**src/rtl/uart_host_ctrl_pkg.sv**
```systemverilog
// Shared types and constants for the UART host-command sequencer.
//   host_op_t    : command opcode field (bits [7:6] of a command byte)
//   host_state_t : sequencer state encoding
//   host_cmd_t   : packed view of a command byte {op, rsv, addr}
//   REG_*        : register-file offsets
//   is_rd_addr_valid / is_wr_addr_valid : per-op address legality
package uart_host_ctrl_pkg;

  localparam int unsigned DATA_W    = 8;
  localparam int unsigned ADDR_W    = 3;
  localparam int unsigned BURST_LEN = 3;

  localparam logic [ADDR_W-1:0] REG_CR    = 3'd0;
  localparam logic [ADDR_W-1:0] REG_SR    = 3'd1;
  localparam logic [ADDR_W-1:0] REG_DINL  = 3'd2;
  localparam logic [ADDR_W-1:0] REG_DINH  = 3'd3;
  localparam logic [ADDR_W-1:0] REG_DOUTL = 3'd4;
  localparam logic [ADDR_W-1:0] REG_DOUTM = 3'd5;
  localparam logic [ADDR_W-1:0] REG_DOUTH = 3'd6;

  typedef enum logic [1:0] {
    RD    = 2'b00,
    WR    = 2'b01,
    BURST = 2'b10,
    RSV   = 2'b11
  } host_op_t;

  typedef enum logic [2:0] {
    IDLE,
    DECODE,
    WAIT_DATA,
    RD_REQ,
    TX
  } host_state_t;

  typedef struct packed {
    host_op_t          op;
    logic [2:0]        rsv;
    logic [ADDR_W-1:0] addr;
  } host_cmd_t;

  // Registers the host may read individually.
  function automatic logic is_rd_addr_valid(input logic [ADDR_W-1:0] a);
    case (a)
      REG_CR, REG_SR, REG_DOUTL, REG_DOUTM, REG_DOUTH: return 1'b1;
      default:                                         return 1'b0;
    endcase
  endfunction

  // Registers the host may write.
  function automatic logic is_wr_addr_valid(input logic [ADDR_W-1:0] a);
    case (a)
      REG_CR, REG_DINL, REG_DINH: return 1'b1;
      default:                    return 1'b0;
    endcase
  endfunction

endpackage

```
**src/rtl/uart_host_ctrl_if.sv**
```systemverilog
// Bus bundle between the host sequencer and its RX FIFO, TX FIFO and
// register file. Signal names follow the sequencer's point of view.
//   master : the sequencer (drives pops, pushes and register strobes)
//   slave  : the FIFOs / register file side
interface uart_host_ctrl_if;
  import uart_host_ctrl_pkg::*;

  logic [DATA_W-1:0] i_rx_data;
  logic              i_rx_empty;
  logic              o_rx_rd;
  logic [DATA_W-1:0] o_tx_data;
  logic              o_tx_wr;
  logic              i_tx_full;
  logic [ADDR_W-1:0] o_rwaddr;
  logic [DATA_W-1:0] o_write_data;
  logic              o_wr_req;
  logic              o_rd_req;
  logic [DATA_W-1:0] i_read_data;

  modport master (
    input  i_rx_data, i_rx_empty, i_tx_full, i_read_data,
    output o_rx_rd, o_tx_data, o_tx_wr, o_rwaddr, o_write_data, o_wr_req, o_rd_req
  );

  modport slave (
    output i_rx_data, i_rx_empty, i_tx_full, i_read_data,
    input  o_rx_rd, o_tx_data, o_tx_wr, o_rwaddr, o_write_data, o_wr_req, o_rd_req
  );
endinterface

```
**src/rtl/uart_host_ctrl.sv**
```systemverilog
// Host-command sequencer: pops command bytes from the RX FIFO, performs
// single register reads/writes or a 3-byte DOUT burst read on the register
// file, and pushes read responses into the TX FIFO.
// Ports:
//   i_clk, i_rst : clock, synchronous active-high reset
//   bus          : FIFO + register-file bundle (master side)
//   o_busy       : high whenever the sequencer is not idle
//   o_err_cnt    : saturating count of protocol errors (bad cmd, timeout)
module uart_host_ctrl
  import uart_host_ctrl_pkg::*;
#(
  parameter int unsigned TIMEOUT_CYCLES = 1000000,
  parameter int unsigned ERR_W          = 8
) (
  input  logic               i_clk,
  input  logic               i_rst,
  uart_host_ctrl_if.master   bus,
  output logic               o_busy,
  output logic [ERR_W-1:0]   o_err_cnt
);

  localparam int unsigned       TMR_W    = (TIMEOUT_CYCLES > 1) ? $clog2(TIMEOUT_CYCLES) : 1;
  localparam logic [TMR_W-1:0]  TMR_LAST = TMR_W'(TIMEOUT_CYCLES - 1);
  localparam int unsigned       CNT_W    = $clog2(BURST_LEN + 1);
  localparam logic [CNT_W-1:0]  CNT_ONE  = CNT_W'(1);

  host_state_t       state_q;
  host_cmd_t         cmd_q;
  logic [CNT_W-1:0]  n_q;        // bytes in this transaction (1 or 3)
  logic [CNT_W-1:0]  req_cnt_q;  // read requests issued so far
  logic [CNT_W-1:0]  idx_q;      // capture index in RD_REQ, send index in TX
  logic [ADDR_W-1:0] addr_q;     // base offset of the read
  logic              rd_pend_q;  // read data is on i_read_data this cycle
  logic [TMR_W-1:0]  timer_q;
  logic [DATA_W-1:0] rd_buf_q [BURST_LEN];
  logic [ERR_W-1:0]  err_cnt_q;
  logic [ERR_W-1:0]  err_cnt_d;

  logic [DATA_W-1:0] tx_data_q;
  logic              tx_wr_q;
  logic [ADDR_W-1:0] rwaddr_q;
  logic [DATA_W-1:0] write_data_q;
  logic              wr_req_q;
  logic              rd_req_q;

  logic pop_c;
  logic cmd_err_c;

  // Pop only when the sequencer is ready to consume a byte.
  assign pop_c       = ((state_q == IDLE) || (state_q == WAIT_DATA)) && !bus.i_rx_empty;
  assign bus.o_rx_rd = pop_c;

  // Saturating error increment.
  assign err_cnt_d = (&err_cnt_q) ? err_cnt_q : err_cnt_q + ERR_W'(1);

  // Command legality from the latched command byte.
  always_comb begin
    cmd_err_c = 1'b0;
    case (cmd_q.op)
      RD:      cmd_err_c = !is_rd_addr_valid(cmd_q.addr);
      WR:      cmd_err_c = !is_wr_addr_valid(cmd_q.addr);
      BURST:   cmd_err_c = 1'b0;
      default: cmd_err_c = 1'b1;
    endcase
    if (cmd_q.rsv != 3'b000) cmd_err_c = 1'b1;
  end

  // Sequencer state and registered outputs.
  always_ff @(posedge i_clk) begin
    if (i_rst) begin
      state_q      <= IDLE;
      cmd_q        <= '0;
      n_q          <= '0;
      req_cnt_q    <= '0;
      idx_q        <= '0;
      addr_q       <= '0;
      rd_pend_q    <= 1'b0;
      timer_q      <= '0;
      err_cnt_q    <= '0;
      tx_data_q    <= '0;
      tx_wr_q      <= 1'b0;
      rwaddr_q     <= '0;
      write_data_q <= '0;
      wr_req_q     <= 1'b0;
      rd_req_q     <= 1'b0;
      for (int unsigned i = 0; i < BURST_LEN; i++) rd_buf_q[i] <= '0;
    end else begin
      wr_req_q  <= 1'b0;
      rd_req_q  <= 1'b0;
      tx_wr_q   <= 1'b0;
      rd_pend_q <= rd_req_q;

      case (state_q)
        IDLE: begin
          if (pop_c) begin
            cmd_q   <= host_cmd_t'(bus.i_rx_data);
            state_q <= DECODE;
          end
        end

        // First read request is issued on the decode edge so a single read
        // reaches the TX FIFO four cycles after its command pop.
        DECODE: begin
          idx_q   <= '0;
          timer_q <= '0;
          if (cmd_err_c) begin
            err_cnt_q <= err_cnt_d;
            state_q   <= IDLE;
          end else begin
            case (cmd_q.op)
              WR: state_q <= WAIT_DATA;
              BURST: begin
                n_q       <= CNT_W'(BURST_LEN);
                addr_q    <= REG_DOUTL;
                rwaddr_q  <= REG_DOUTL;
                rd_req_q  <= 1'b1;
                req_cnt_q <= CNT_ONE;
                state_q   <= RD_REQ;
              end
              default: begin
                n_q       <= CNT_ONE;
                addr_q    <= cmd_q.addr;
                rwaddr_q  <= cmd_q.addr;
                rd_req_q  <= 1'b1;
                req_cnt_q <= CNT_ONE;
                state_q   <= RD_REQ;
              end
            endcase
          end
        end

        WAIT_DATA: begin
          if (pop_c) begin
            write_data_q <= bus.i_rx_data;
            rwaddr_q     <= cmd_q.addr;
            wr_req_q     <= 1'b1;
            state_q      <= IDLE;
          end else if (timer_q == TMR_LAST) begin
            err_cnt_q <= err_cnt_d;
            state_q   <= IDLE;
          end else begin
            timer_q <= timer_q + TMR_W'(1);
          end
        end

        // Requests go out back-to-back; captures trail them by one cycle.
        RD_REQ: begin
          if (req_cnt_q < n_q) begin
            rd_req_q  <= 1'b1;
            rwaddr_q  <= addr_q + ADDR_W'(req_cnt_q);
            req_cnt_q <= req_cnt_q + CNT_ONE;
          end
          if (rd_pend_q) begin
            rd_buf_q[idx_q] <= bus.i_read_data;
            if (idx_q == n_q - CNT_ONE) begin
              idx_q   <= '0;
              state_q <= TX;
            end else begin
              idx_q <= idx_q + CNT_ONE;
            end
          end
        end

        TX: begin
          if (!bus.i_tx_full) begin
            tx_wr_q   <= 1'b1;
            tx_data_q <= rd_buf_q[idx_q];
            if (idx_q == n_q - CNT_ONE) state_q <= IDLE;
            else                        idx_q   <= idx_q + CNT_ONE;
          end
        end

        default: state_q <= IDLE;
      endcase
    end
  end

  assign bus.o_tx_data    = tx_data_q;
  assign bus.o_tx_wr      = tx_wr_q;
  assign bus.o_rwaddr     = rwaddr_q;
  assign bus.o_write_data = write_data_q;
  assign bus.o_wr_req     = wr_req_q;
  assign bus.o_rd_req     = rd_req_q;
  assign o_busy           = (state_q != IDLE);
  assign o_err_cnt        = err_cnt_q;

endmodule

```
**src/flat_wrapper.sv**
```systemverilog
// flat-port wrapper written by rule: the top's interface ports become plain ports
module uart_host_ctrl_flat import uart_host_ctrl_pkg::*;
#(
  parameter int unsigned TIMEOUT_CYCLES = 1000000,
  parameter int unsigned ERR_W          = 8
)
  (i_clk, i_rst, o_busy, o_err_cnt, bus_i_rx_data, bus_i_rx_empty, bus_i_tx_full, bus_i_read_data, bus_o_rx_rd, bus_o_tx_data, bus_o_tx_wr, bus_o_rwaddr, bus_o_write_data, bus_o_wr_req, bus_o_rd_req);
  uart_host_ctrl_if bus_i ();
  input  logic i_clk;
  input  logic i_rst;
  output logic o_busy;
  output logic [ERR_W-1:0] o_err_cnt;
  input wire logic [$bits(bus_i.i_rx_data)-1:0] bus_i_rx_data;
  input wire logic [$bits(bus_i.i_rx_empty)-1:0] bus_i_rx_empty;
  input wire logic [$bits(bus_i.i_tx_full)-1:0] bus_i_tx_full;
  input wire logic [$bits(bus_i.i_read_data)-1:0] bus_i_read_data;
  output wire logic [$bits(bus_i.o_rx_rd)-1:0] bus_o_rx_rd;
  output wire logic [$bits(bus_i.o_tx_data)-1:0] bus_o_tx_data;
  output wire logic [$bits(bus_i.o_tx_wr)-1:0] bus_o_tx_wr;
  output wire logic [$bits(bus_i.o_rwaddr)-1:0] bus_o_rwaddr;
  output wire logic [$bits(bus_i.o_write_data)-1:0] bus_o_write_data;
  output wire logic [$bits(bus_i.o_wr_req)-1:0] bus_o_wr_req;
  output wire logic [$bits(bus_i.o_rd_req)-1:0] bus_o_rd_req;
  assign bus_i.i_rx_data = bus_i_rx_data;
  assign bus_i.i_rx_empty = bus_i_rx_empty;
  assign bus_i.i_tx_full = bus_i_tx_full;
  assign bus_i.i_read_data = bus_i_read_data;
  assign bus_o_rx_rd = bus_i.o_rx_rd;
  assign bus_o_tx_data = bus_i.o_tx_data;
  assign bus_o_tx_wr = bus_i.o_tx_wr;
  assign bus_o_rwaddr = bus_i.o_rwaddr;
  assign bus_o_write_data = bus_i.o_write_data;
  assign bus_o_wr_req = bus_i.o_wr_req;
  assign bus_o_rd_req = bus_i.o_rd_req;
  uart_host_ctrl #(.TIMEOUT_CYCLES(TIMEOUT_CYCLES), .ERR_W(ERR_W)) u_core (.i_clk(i_clk), .i_rst(i_rst), .bus(bus_i), .o_busy(o_busy), .o_err_cnt(o_err_cnt));
endmodule
```
**config.mk**
```make
export PLATFORM = sky130hd
export DESIGN_NAME = uart_host_ctrl_flat
export DESIGN_NICKNAME = d
export VERILOG_FILES = /design/src/rtl/uart_host_ctrl_pkg.sv /design/src/rtl/uart_host_ctrl_if.sv /design/src/rtl/uart_host_ctrl.sv /design/src/flat_wrapper.sv
export SDC_FILE = /design/constraint.sdc
export NUM_CORES = 1
export LEC_CHECK = 0
export BUFFER_PORTS_ARGS = -buffer_cell sky130_fd_sc_hd__buf_4
export CORE_UTILIZATION = 28
export DETAILED_ROUTE_END_ITERATION = 10
export HOLD_SLACK_MARGIN = 0.12
export PLACE_DENSITY = 0.54
export SYNTH_ARGS = -nofsm -noshare
export SYNTH_HDL_FRONTEND = slang
export SYNTH_SLANG_ARGS = --single-unit
```
**constraint.sdc**
```tcl
create_clock -name i_clk -period 2 [get_ports i_clk]
set_clock_uncertainty 0.1 [all_clocks]
set_input_delay 0.2 -clock i_clk [delete_from_list [all_inputs] [get_ports i_clk]]
set_output_delay 0.2 -clock i_clk [all_outputs]
set_load 0.02 [all_outputs]
```
# [After elaboration in Yosys (flattened, before gate mapping)]
# Memories as Yosys holds them, arrays and structs flattened. A register that Yosys moved wholly into a read port is not among the register bits.
# Index checks and enable logic that the tools add are counted.
# Widths: inputs -> output; s select.
[word_totals] wordCells=142 regBits=63 n_memories=1 latch_bits=0 mem_bits_rw=24 in_bits=20 romBits=0 output_inout_bits=32
[memory_table] name="u_core.rd_buf_q" depth=3 word_bits=8 read_ports=1 rd_ports_with_merged_regs=1 wr=3 line_no="uart_host_ctrl.sv:35" source="logic [DATA_W-1:0] rd_buf_q [BURST_LEN];"
[classes] magnitude_cmp=1 muxes=54 mul=0 div=0 addsub=6 shifts=0 n_reduce_logical=30 bitwise=5 n_eq_ne=29
[op_table] op="$mux 20" count=2
[op_table] op="$mux 8" count=5
[op_table] op="$pmux 20 s2" count=1
[op_table] op="$mux 3" count=11
[op_table] op="$add 20x1->20 const B" count=1
[op_table] op="$eq 20x20->1 const B" count=1
[op_table] op="$mux 1" count=18
[op_table] op="$ne 2x2->1 const B" count=9
[op_table] op="$mux 2" count=8
[op_table] op="$pmux 8 s2" count=1
[op_table] op="$pmux 3 s5" count=1
[op_table] op="$eq 3x2->1 const B" count=4
[op_table] op="$eq 3x3->1 const B" count=4
[op_table] op="$reduce_and 4->1" count=3
[op_table] op="$reduce_bool 3->1" count=4
[op_table] op="$ne 2x1->1 const B" count=5
[op_table] op="$pmux 3 s3" count=1
[op_table] op="$add 8x1->8 const B" count=1
[op_table] op="$pmux 2 s2" count=2
[op_table] op="$reduce_and 8->1" count=1
[op_table] op="$reduce_or 8->1" count=1
[op_table] op="$eq 3x1->1 const B" count=2
[op_table] op="$logic_not 3->1" count=2
[op_table] op="$pmux 2 s3" count=1
[op_table] op="other kinds (24)" count=36

# [Logic depth before layout (Yosys ltp)]
# Gate-level depths: netlist of run 1.
[logic_depth] depth_word=9 depth_mapped=8 depth_no_buf=7

# [Least setup slack after synthesis of run 1]
# OpenSTA, ideal clock, no wires.
[synth_timing] kind="register to register" start="register u_core.state_q[0]" end="memory u_core.rd_buf_q[3][0] (enable)" setup_ps=332 synth_period_minus_slack_ps=2005 setup_slack_ps=-5 arrival_time_ps=1573 required_time_ps=1568 n_path_buf=1 stages_incl_launch_ff=6 path_cell_list="dfxtp_1 -> and2b_1 -> nand2_1 -> nor3_2 -> clkbuf_1 -> and2_1"
[synth_lines] item="start: declaration" line_no="uart_host_ctrl.sv:27" source="host_state_t state_q;"
[synth_lines] item="start signal: assignment" line_no="uart_host_ctrl.sv:71" source="state_q <= IDLE;"
[synth_lines] item="start signal: assignment" line_no="uart_host_ctrl.sv:97" source="state_q <= DECODE;"
[synth_lines] item="start signal: assignment" line_no="uart_host_ctrl.sv:108" source="state_q <= IDLE;"
[synth_lines] item="end: declaration" line_no="uart_host_ctrl.sv:35"

# [Final worst setup path of run 1]
[layout_timing] start="register u_core.n_q[1]" end="register u_core.rwaddr_q[2] (netlist: u_core.bus.o_rwaddr[2])"
[layout_between] elab_chain_len=3
[layout_rtl] item="start: declaration" line_no="uart_host_ctrl.sv:29" source="logic [CNT_W-1:0] n_q;"
[layout_rtl] item="start signal: assignment" line_no="uart_host_ctrl.sv:113" source="n_q <= CNT_W'(BURST_LEN);"
[layout_rtl] item="$lt 2x2->1" line_no="uart_host_ctrl.sv:148" source="if (req_cnt_q < n_q) begin"
[layout_rtl] item="$ne 2x1->1 (no source line)"
[layout_rtl] item="$reduce_and 5->1 (no source line)"
[layout_rtl] item="end signal: assignment" line_no="uart_host_ctrl.sv:123" source="rwaddr_q <= cmd_q.addr;"
[layout_rtl] item="end signal: assignment" line_no="uart_host_ctrl.sv:135" source="rwaddr_q <= cmd_q.addr;"
[layout_rtl] item="end signal: assignment" line_no="uart_host_ctrl.sv:150" source="rwaddr_q <= addr_q + ADDR_W'(req_cnt_q);"
[layout_rtl] item="end: declaration" line_no="uart_host_ctrl.sv:41" source="logic [ADDR_W-1:0] rwaddr_q;"
# No other way between the ends.
# A chain may end at the register's enable or synchronous reset.

==> results.cfg, run 1 <==
[run_status]
status = finished, final reports clean

[detailed_routing]
dr.pass1.iters = 4
post_drt_via_cell_ratio = 4.762
ant_nets = 0
totalWireLength_um = 10940
drt-initial-drc-count = 157
drcViolationCount = 0
wl_per_cell_um = 14.15
via_count = 3681

[power_and_ir_drop]
peakVddDrop_mv = 0.5751
p_per_area_nw_per_um2 = 929.1
power.total_mw = 5.725
p_leak_nw = 2.311

[synth]
async_flop_share = 0
synth_top_area_share = 0.2915
synth_edf_count = 32
synth_area_leader_cell = dfxtp_1
synth_warnings = 0
syn-cell-area_um2 = 4876
synth_cell_types = 65
seq_area_frac_synth = 0.4886
synthTopCellsByArea = dfxtp_1, edfxtp_1, nor2_1
synthFlopType = dfxtp_1
syn_inst = 462
netlist_top_cells_count = dfxtp_1, nor2_1, nand2_1
synthesis.nets = 491
postSynthAreaPerCell_um2 = 10.55
synth_most_common_cell = dfxtp_1
synth_seq_cells = 103

[setup_path]
cp_slowest_cell = a311o_1
max_stage_delay_ns = 0.46
required_ns = 2.20
path_cells = inv_1 -> ha_4 -> a21oi_2 -> nand2_1 -> a311o_1 -> a211o_1 -> a21oi_2
cpLargestDelayFamily = compound AO/OA/AOI/OAI gates
crit_type = reg2reg
path_buf_inv = 1
cp.arrival_ns = 2.14
path_max_fanout = 6
critPathMostFrequentCell = a21oi_2
worst_setup_path_start_kind = register
end_kind = register

[timing]
finalCritPeriodShare = 0.9700
final_max_slew_viol_count = 0
setup_viol = 0
hold_viol = 0
setup_ws_ns = 0.05996
fmax_mhz = 515.5
rsz0062_at_grt = true
worst_slew_pin_slew_ns = 0.4813
fin_crit_ns = 1.940
relSlewSlack = 0.6791

[global_route]
grt_pass1_vias = 3591
grt_overflow = 0
grt_pass1_wl_um = 17680
grt_usage = 0.1261
antenna_found_initial = 0
grt_max_degree = 45

[final_layout]
nets = 577
antenna_cells = 0
final_core_util = 0.3664
design_area_um2 = 6162
instances_no_fill = 773
layout-drive-gt1-share = 0.2803
synthToLayoutAreaGrowth_pct = 26.38

[floorplanning]
coreArea_um2 = 16820
row_count = 47
fp.dieH_um = 134.0
start_util = 0.2899
die_w_um = 134.0
io_pins = 52
die_area_um2 = 17950

[placed_design]
gp_congestion = 0.7940
postPlaceCellArea_um2 = 5612
dp_hpwl_um = 7961
port_buffers = 51
dp_slack_ns = 0.03704
place_inst = 740

[clock_tree]
cts_sinks = 103
cts_buffer_depth = 2
htreeDepth = 3
clockRootBuffer = clkbuf_16
cts_tree = yes
path_clk_slew_ns = 0.07
cts_buffers = 9
insertion_delay_ns = 0.36

[worst_hold_path]
hold_class = in2reg

[flow_run]
maxCapViolCount = 0
-- layout by cell type (no fill, tap or decap), types with 4 or more instances in the layout --
master	synthesis	routed
dfxtp_1	71	63
and3_1	30	28
ha_1	8	7
nand3_1	12	12
mux4_2	8	8
a211oi_1	4	4
nand2_1	48	48
inv_1	12	12
nor4_2	4	5
a21oi_2	3	4
dlygate4sd3_1	0	17
or3_1	5	5
mux2i_1	11	11
nor4b_2	5	4
edfxtp_1	32	32
o21ai_0	6	6
a21oi_1	29	28
dfxtp_2	0	8
nor3_1	14	14
nand2b_1	7	7
buf_4	1	77
xnor2_1	20	19
clkbuf_16	0	9
nor2_1	51	51
-- path summary, 6_finish.rpt --
check | start | end | slack (ns) | depth (start not counted)
setup / recovery | u_core.n_q[1] | u_core.bus.o_rwaddr[2] | 0.06 | 7
hold / removal | bus_i_tx_full | u_core.bus.o_tx_data[5] | 0.21 | 5
setup reg to reg | u_core.n_q[1] | u_core.bus.o_rwaddr[2] | 0.06 | 7
hold reg to reg | u_core.bus.o_write_data[1] | u_core.bus.o_write_data[1] | 0.36 | 2
-- worst register-to-register path, delay by kind of cell, from the launching register on --
family	cells	cell delay, ns
AOI/OAI and AO/OA	4	1.04
adders and majority gates	1	0.21
buffers and inverters	1	0.07
DFF	1	0.36
and+or+nand+nor	1	0.10
-- per-stage QoR --
stage | TNS, ns | hold WS [ns]
after floorplan | 0 | 0.1989
after global placement | 0 | 0.3010
after detailed placement | 0 | 0.3024
after CTS | 0 | 0.1985
after global routing | -0.06314 | 0.2377
final | 0 | 0.2065
-- kinds of logic after synthesis --
family / Yosys count / share of synthesized area
simple gates: 211 / 0.2525
flops: 103 / 0.4886
mux: 20 / 0.06184
fa+ha+maj: 9 / 0.02464
buf+inv: 32 / 0.03438
xor+xnor: 23 / 0.04132
compound gates: 64 / 0.09675
-- report_power, final --
part / leakage, nW / internal [mW] / switching [mW]
combinational: 1.27 / 0.661 / 0.876
clock: 0.145 / 0.894 / 0.884
sequential: 0.898 / 2.29 / 0.119
-- metal layers --
layer / vias up / global-route usage / share of wire
li1: 1822 / - / -
met1: 1791 / 0.1580 / 0.46
met2: 57 / 0.2098 / 0.49
met3: 11 / 0.02646 / 0.032
met4: 0 / 0.05240 / 0.019
met5: - / 0 / 0
-- registers in the layout, indices dropped and copies added (netlist names) --
name	cells
u_core.bus.o_tx_data	8
u_core.n_q	2
u_core.o_err_cnt	8
u_core.cmd_q	8
u_core.rd_pend_q	1
u_core.bus.o_rd_req	1
u_core.state_q	3
u_core.bus.o_wr_req	1
u_core.idx_q	2
u_core.timer_q	20
u_core.bus.o_tx_wr	1
u_core.req_cnt_q	2
u_core.rd_buf_q	32
u_core.bus.o_rwaddr	3
u_core.bus.o_write_data	8
u_core.addr_q	3
-- final cells by class --
type / count / area [um^2]
well taps: 220 / 275.3
repair buffers: 94 / 748.2
clock inverters: 7 / 77.57
flip-flops and latches: 103 / 2392
multi-input cells: 327 / 2395
inverters: 13 / 48.80
fillers: 1712 / 10660
clock buffers: 9 / 225.2
-- what timing repair did --
item / in CTS / in global routing
buffers inserted: 0 / 0
setup endpoints to repair: 0 / 30
hold endpoints to repair: 56 / 0
gates resized for setup: 0 / 19
hold buffers: 17 / 0
No activity file was read; power rests on OpenSTA's default activity.
==> run 2: changes to the inputs <==
--- a/config.mk
+++ b/config.mk
@@ -5,11 +5,11 @@
 export SDC_FILE = /design/constraint.sdc
 export NUM_CORES = 1
 export LEC_CHECK = 0
-export BUFFER_PORTS_ARGS = -buffer_cell sky130_fd_sc_hd__buf_4
 export CORE_UTILIZATION = 28
 export DETAILED_ROUTE_END_ITERATION = 10
+export DONT_BUFFER_PORTS = 1
 export HOLD_SLACK_MARGIN = 0.12
-export PLACE_DENSITY = 0.54
+export PLACE_DENSITY = 0.51
 export SYNTH_ARGS = -nofsm -noshare
 export SYNTH_HDL_FRONTEND = slang
 export SYNTH_SLANG_ARGS = --single-unit
==> results.cfg, run 2 (same netlist as run 1, synthesis figures left out) <==
[placed_design]
gp_congestion = 0.8053
postPlaceCellArea_um2 = 5381
place_inst = 706
dp_hpwl_um = 8035
port_buffers = 0

[setup_path]
r2r_cells = 5
cp.arrival_ns = 2.13
rr_startpoint = u_core.cmd_q[3]
end_kind = register
rrSetupSlack_ns = 0.07
crit_type = reg2reg
required_ns = 2.19
path_max_fanout = 6
timing.rr.end = u_core.bus.o_rwaddr[2]
worst_setup_path_start_kind = register

[final_layout]
instances_no_fill = 745
layout-drive-gt1-share = 0.2324
antenna_cells = 0
num-fill-cells = 1701
mostFrequentLayoutCell = dfxtp_1
synthToLayoutAreaGrowth_pct = 23.38
final_core_util = 0.3577
nets = 549
top_register = u_core.rd_buf_q
design_area_um2 = 6016
largestRegisters = u_core.rd_buf_q x32, u_core.timer_q x20
largest_register_ff_count = 32
final_cell_mix = dfxtp_1, nor2_1, nand2_1, buf_4, edfxtp_1

[floorplanning]
row_count = 47
start_util = 0.2899
fp.dieH_um = 134.0
die_area_um2 = 17950
die_w_um = 134.0
io_pins = 52
coreArea_um2 = 16820

[global_route]
antenna_found_initial = 0
grt_usage = 0.1340
grt_pass1_vias = 3549
grt_max_degree = 57
grt_overflow = 0
grt_pass1_wl_um = 18660

[flow_run]
maxCapViolCount = 0

[worst_hold_path]
hold_depth = 3
whs_endpoint = u_core.bus.o_tx_wr
hold_class = in2reg
worstHoldStart = bus_i_tx_full

[detailed_routing]
post_drt_via_cell_ratio = 4.796
wl_per_cell_um = 15.37
drcViolationCount = 0
totalWireLength_um = 11450
ant_nets = 0
via_count = 3573
drt-initial-drc-count = 164
dr.pass1.iters = 4

[clock_tree]
path_clk_slew_ns = 0.08
clockRootBuffer = clkbuf_16
cts_sinks = 103
cts_tree = yes
htreeDepth = 3
cts_buffer_depth = 2
insertion_delay_ns = 0.36
cts_buffers = 9

[timing]
final_max_slew_viol_count = 0
worst_slew_pin_slew_ns = 0.4786
finalCritPeriodShare = 0.9659
hold_viol = 0
relSlewSlack = 0.6809
fin_crit_ns = 1.932
tns_ns = 0
fmax_mhz = 517.7
setup_viol = 0
rsz0062_at_grt = true

[power_and_ir_drop]
p_per_area_nw_per_um2 = 953.6
power.total_mw = 5.737
p_leak_nw = 2.183
peakVddDrop_mv = 0.4495

[run_status]
status = finished, final reports clean
## run 2: power by group
group / internal [mW] / switching, mW
Clock: 0.905 / 0.911
Combinational: 0.643 / 0.818
Sequential: 2.29 / 0.172
Total: 3.84 / 1.90
## run 2: repair_timing
item,in CTS,in global routing
hold buffers,20,0
setup buffers,0,2
setup endpoints to repair,0,31
endpoints found under the hold margin,90,0
gates resized for setup,0,18
## run 2: how the worst max path moves through the flow
stage                        from                endpoint  slack [ns]  cells past startpoint
2_1_floorplan   u_core.state_q[0]   u_core.rd_buf_q[0][0]        0.03                      5
3_3_place_gp      u_core.idx_q[1]       u_core.state_q[0]        0.04                      6
3_5_place_dp      u_core.idx_q[1]       u_core.state_q[0]        0.04                      6
4_1_cts           u_core.idx_q[1]       u_core.state_q[0]        0.02                      6
5_1_grt        u_core.timer_q[11]      u_core.timer_q[19]       -0.04                      6
6_report          u_core.cmd_q[3]  u_core.bus.o_rwaddr[2]        0.07                      5
## run 2: metal layers
layer / wire, um / global-route usage / vias to the layer above
li1: - / - / 1773
met1: 5250 / 0.1681 / 1746
met2: 5685 / 0.2242 / 47
met3: 383 / 0.03477 / 7
met4: 133 / 0.04167 / 0
met5: 0 / 0 / -
## run 2: stage by stage
stage,setup slack [ns],hold slack (ns)
final,0.06821,0.1427
after global routing,-0.04081,0.1601
after CTS,0.01726,0.1278
after detailed placement,0.04282,0.1835
after global placement,0.03743,0.1821
after floorplan,0.02841,0.1989
## run 2: cell type report
class	count	area (um^2)	share of cell area
inverter	13	48.80	0.008111
timing repair buffer	65	580.6	0.09651
clock inverter	7	81.33	0.01352
sequential	103	2391	0.3975
multi-input combinational	328	2414	0.4012
clock buffer	9	225.2	0.03744
tap	220	275.3	0.04576
## run 2: worst max-delay path, stage by stage, from the launching register on
cell,delay (ns)
dfxtp_1,0.33
nor4_2,0.32
a21bo_1,0.26
a311o_1,0.44
a211o_1,0.31
a21oi_2,0.11
==> run 3: changes to the inputs <==
--- a/config.mk
+++ b/config.mk
@@ -5,6 +5,7 @@
 export SDC_FILE = /design/constraint.sdc
 export NUM_CORES = 1
 export LEC_CHECK = 0
+export CORE_MARGIN = 4
 export CORE_UTILIZATION = 28
 export DETAILED_ROUTE_END_ITERATION = 10
 export DONT_BUFFER_PORTS = 1
==> results.cfg, run 3 (same netlist as run 1, synthesis figures left out) <==
[final_layout]
largest_register_ff_count = 32
layout-drive-gt1-share = 0.2284
largestRegisters = u_core.rd_buf_q x32, u_core.timer_q x20
synthToLayoutAreaGrowth_pct = 22.58
seqCellArea_um2 = 2394
final_cell_mix = dfxtp_1, nor2_1, nand2_1, buf_4, edfxtp_1
multi_input_area_um2 = 2424
mostFrequentLayoutCell = dfxtp_1
top_register = u_core.rd_buf_q
num-fill-cells = 1714
nets = 545
antenna_cells = 0
design_area_um2 = 5977

[floorplanning]
die_w_um = 140.0
row_count = 47
start_util = 0.2899
coreArea_um2 = 16820
fp.dieH_um = 140.0
die_area_um2 = 19590
io_pins = 52

[placed_design]
dp_hpwl_um = 8163
postPlaceCellArea_um2 = 5339
port_buffers = 0
gp_congestion = 0.7770
dp_slack_ns = 0.05027

[timing]
hold_viol = 0
final_max_slew_viol_count = 0
rsz0062_at_grt = true
relSlewSlack = 0.7099
finalCritPeriodShare = 0.9568
worst_hold_slack_ns = 0.1400
fmax_mhz = 522.6
setup_viol = 0
worst_slew_pin_slew_ns = 0.4352
fin_crit_ns = 1.914
setup_ws_ns = 0.08642

[flow_run]
maxCapViolCount = 0

[run_status]
status = finished, final reports clean

[detailed_routing]
wl_per_cell_um = 15.46
post_drt_via_cell_ratio = 4.768
via_count = 3533
ant_nets = 0
drt-initial-drc-count = 177
dr.pass1.iters = 4
totalWireLength_um = 11450
drcViolationCount = 0

[global_route]
grt_pass1_wl_um = 18820
antenna_found_initial = 0
grt_usage = 0.1193
grt_overflow = 0
grt_max_degree = 58
grt_pass1_vias = 3609

[worst_hold_path]
hold_class = in2reg

[clock_tree]
path_clk_slew_ns = 0.08
clockRootBuffer = clkbuf_16
cts_tree = yes
htreeDepth = 3
cts_buffers = 9
insertion_delay_ns = 0.36
cts_sinks = 103
cts_buffer_depth = 2

[setup_path]
cp.arrival_ns = 2.11
path_max_fanout = 6
crit_type = reg2reg
path_cells = nand2b_1 -> a31o_1 -> a21bo_1 -> a311o_2 -> a211o_1 -> a21oi_2
cp_slowest_cell = a311o_2
path_buf_inv = 0
end_kind = register
cpLargestDelayFamily = compound AO/OA/AOI/OAI gates
worst_setup_path_start_kind = register
max_stage_delay_ns = 0.42
required_ns = 2.20

[power_and_ir_drop]
p_leak_nw = 2.165
power.total_mw = 5.636
p_per_area_nw_per_um2 = 942.9
peakVddDrop_mv = 0.5754
-- run 3: final cells by class --
| cell class | count | area share |
|---|---|---|
| Inverter | 13 | 0.008164 |
| Sequential cell | 103 | 0.4005 |
| Tap cell | 220 | 0.04605 |
| Clock inverter | 6 | 0.01026 |
| Clock buffer | 10 | 0.03831 |
| Multi-Input combinational cell | 327 | 0.4055 |
| Timing Repair Buffer | 62 | 0.09127 |
-- run 3: stage by stage --
step,TNS [ns],util,std cells
final,0,0.3554,741
after global routing,-0.07355,0.3554,741
after CTS,0,0.3476,738
after detailed placement,0,0.3174,702
after global placement,0,0.3174,702
after floorplan,0,-,462
-- run 3: routing by layer --
metal  track usage  wire length, um  share of wire  vias up
met2        0.1990             5616           0.49       53
met1        0.1493             5185           0.45     1704
li1              -                -              -     1765
met4       0.03366              160          0.014        0
met3       0.03749              492          0.043       11
met5             0                0              0        -
-- run 3: worst reg2reg max path: cells and delay by family, from the launching register on --
kind / cells / cell delay, ns
simple gates: 1 / 0.16
compound gates: 5 / 1.24
flops: 1 / 0.37
-- run 3: where the power goes --
part / total, mW / switching (mW) / internal (mW)
Combinational: 1.43 / 0.802 / 0.631
Clock: 1.74 / 0.862 / 0.881
Sequential: 2.46 / 0.172 / 2.29
-- run 3: final timing paths --
check	from	endpoint	slack (ns)	cells after the start
max	u_core.cmd_q[0]	u_core.bus.o_rwaddr[2]	0.09	6
min	i_rst	u_core.rd_buf_q[2][3]	0.14	2
max reg2reg	u_core.cmd_q[0]	u_core.bus.o_rwaddr[2]	0.09	6
min reg2reg	u_core.addr_q[0]	u_core.addr_q[0]	0.37	2
-- run 3: what timing repair did --
item | CTS | global route
endpoints found under the hold margin | 100 | 0
hold buffers | 20 | 0
endpoints found under the setup margin | 0 | 23
setup buffers | 0 | 3
resized for setup | 0 | 22
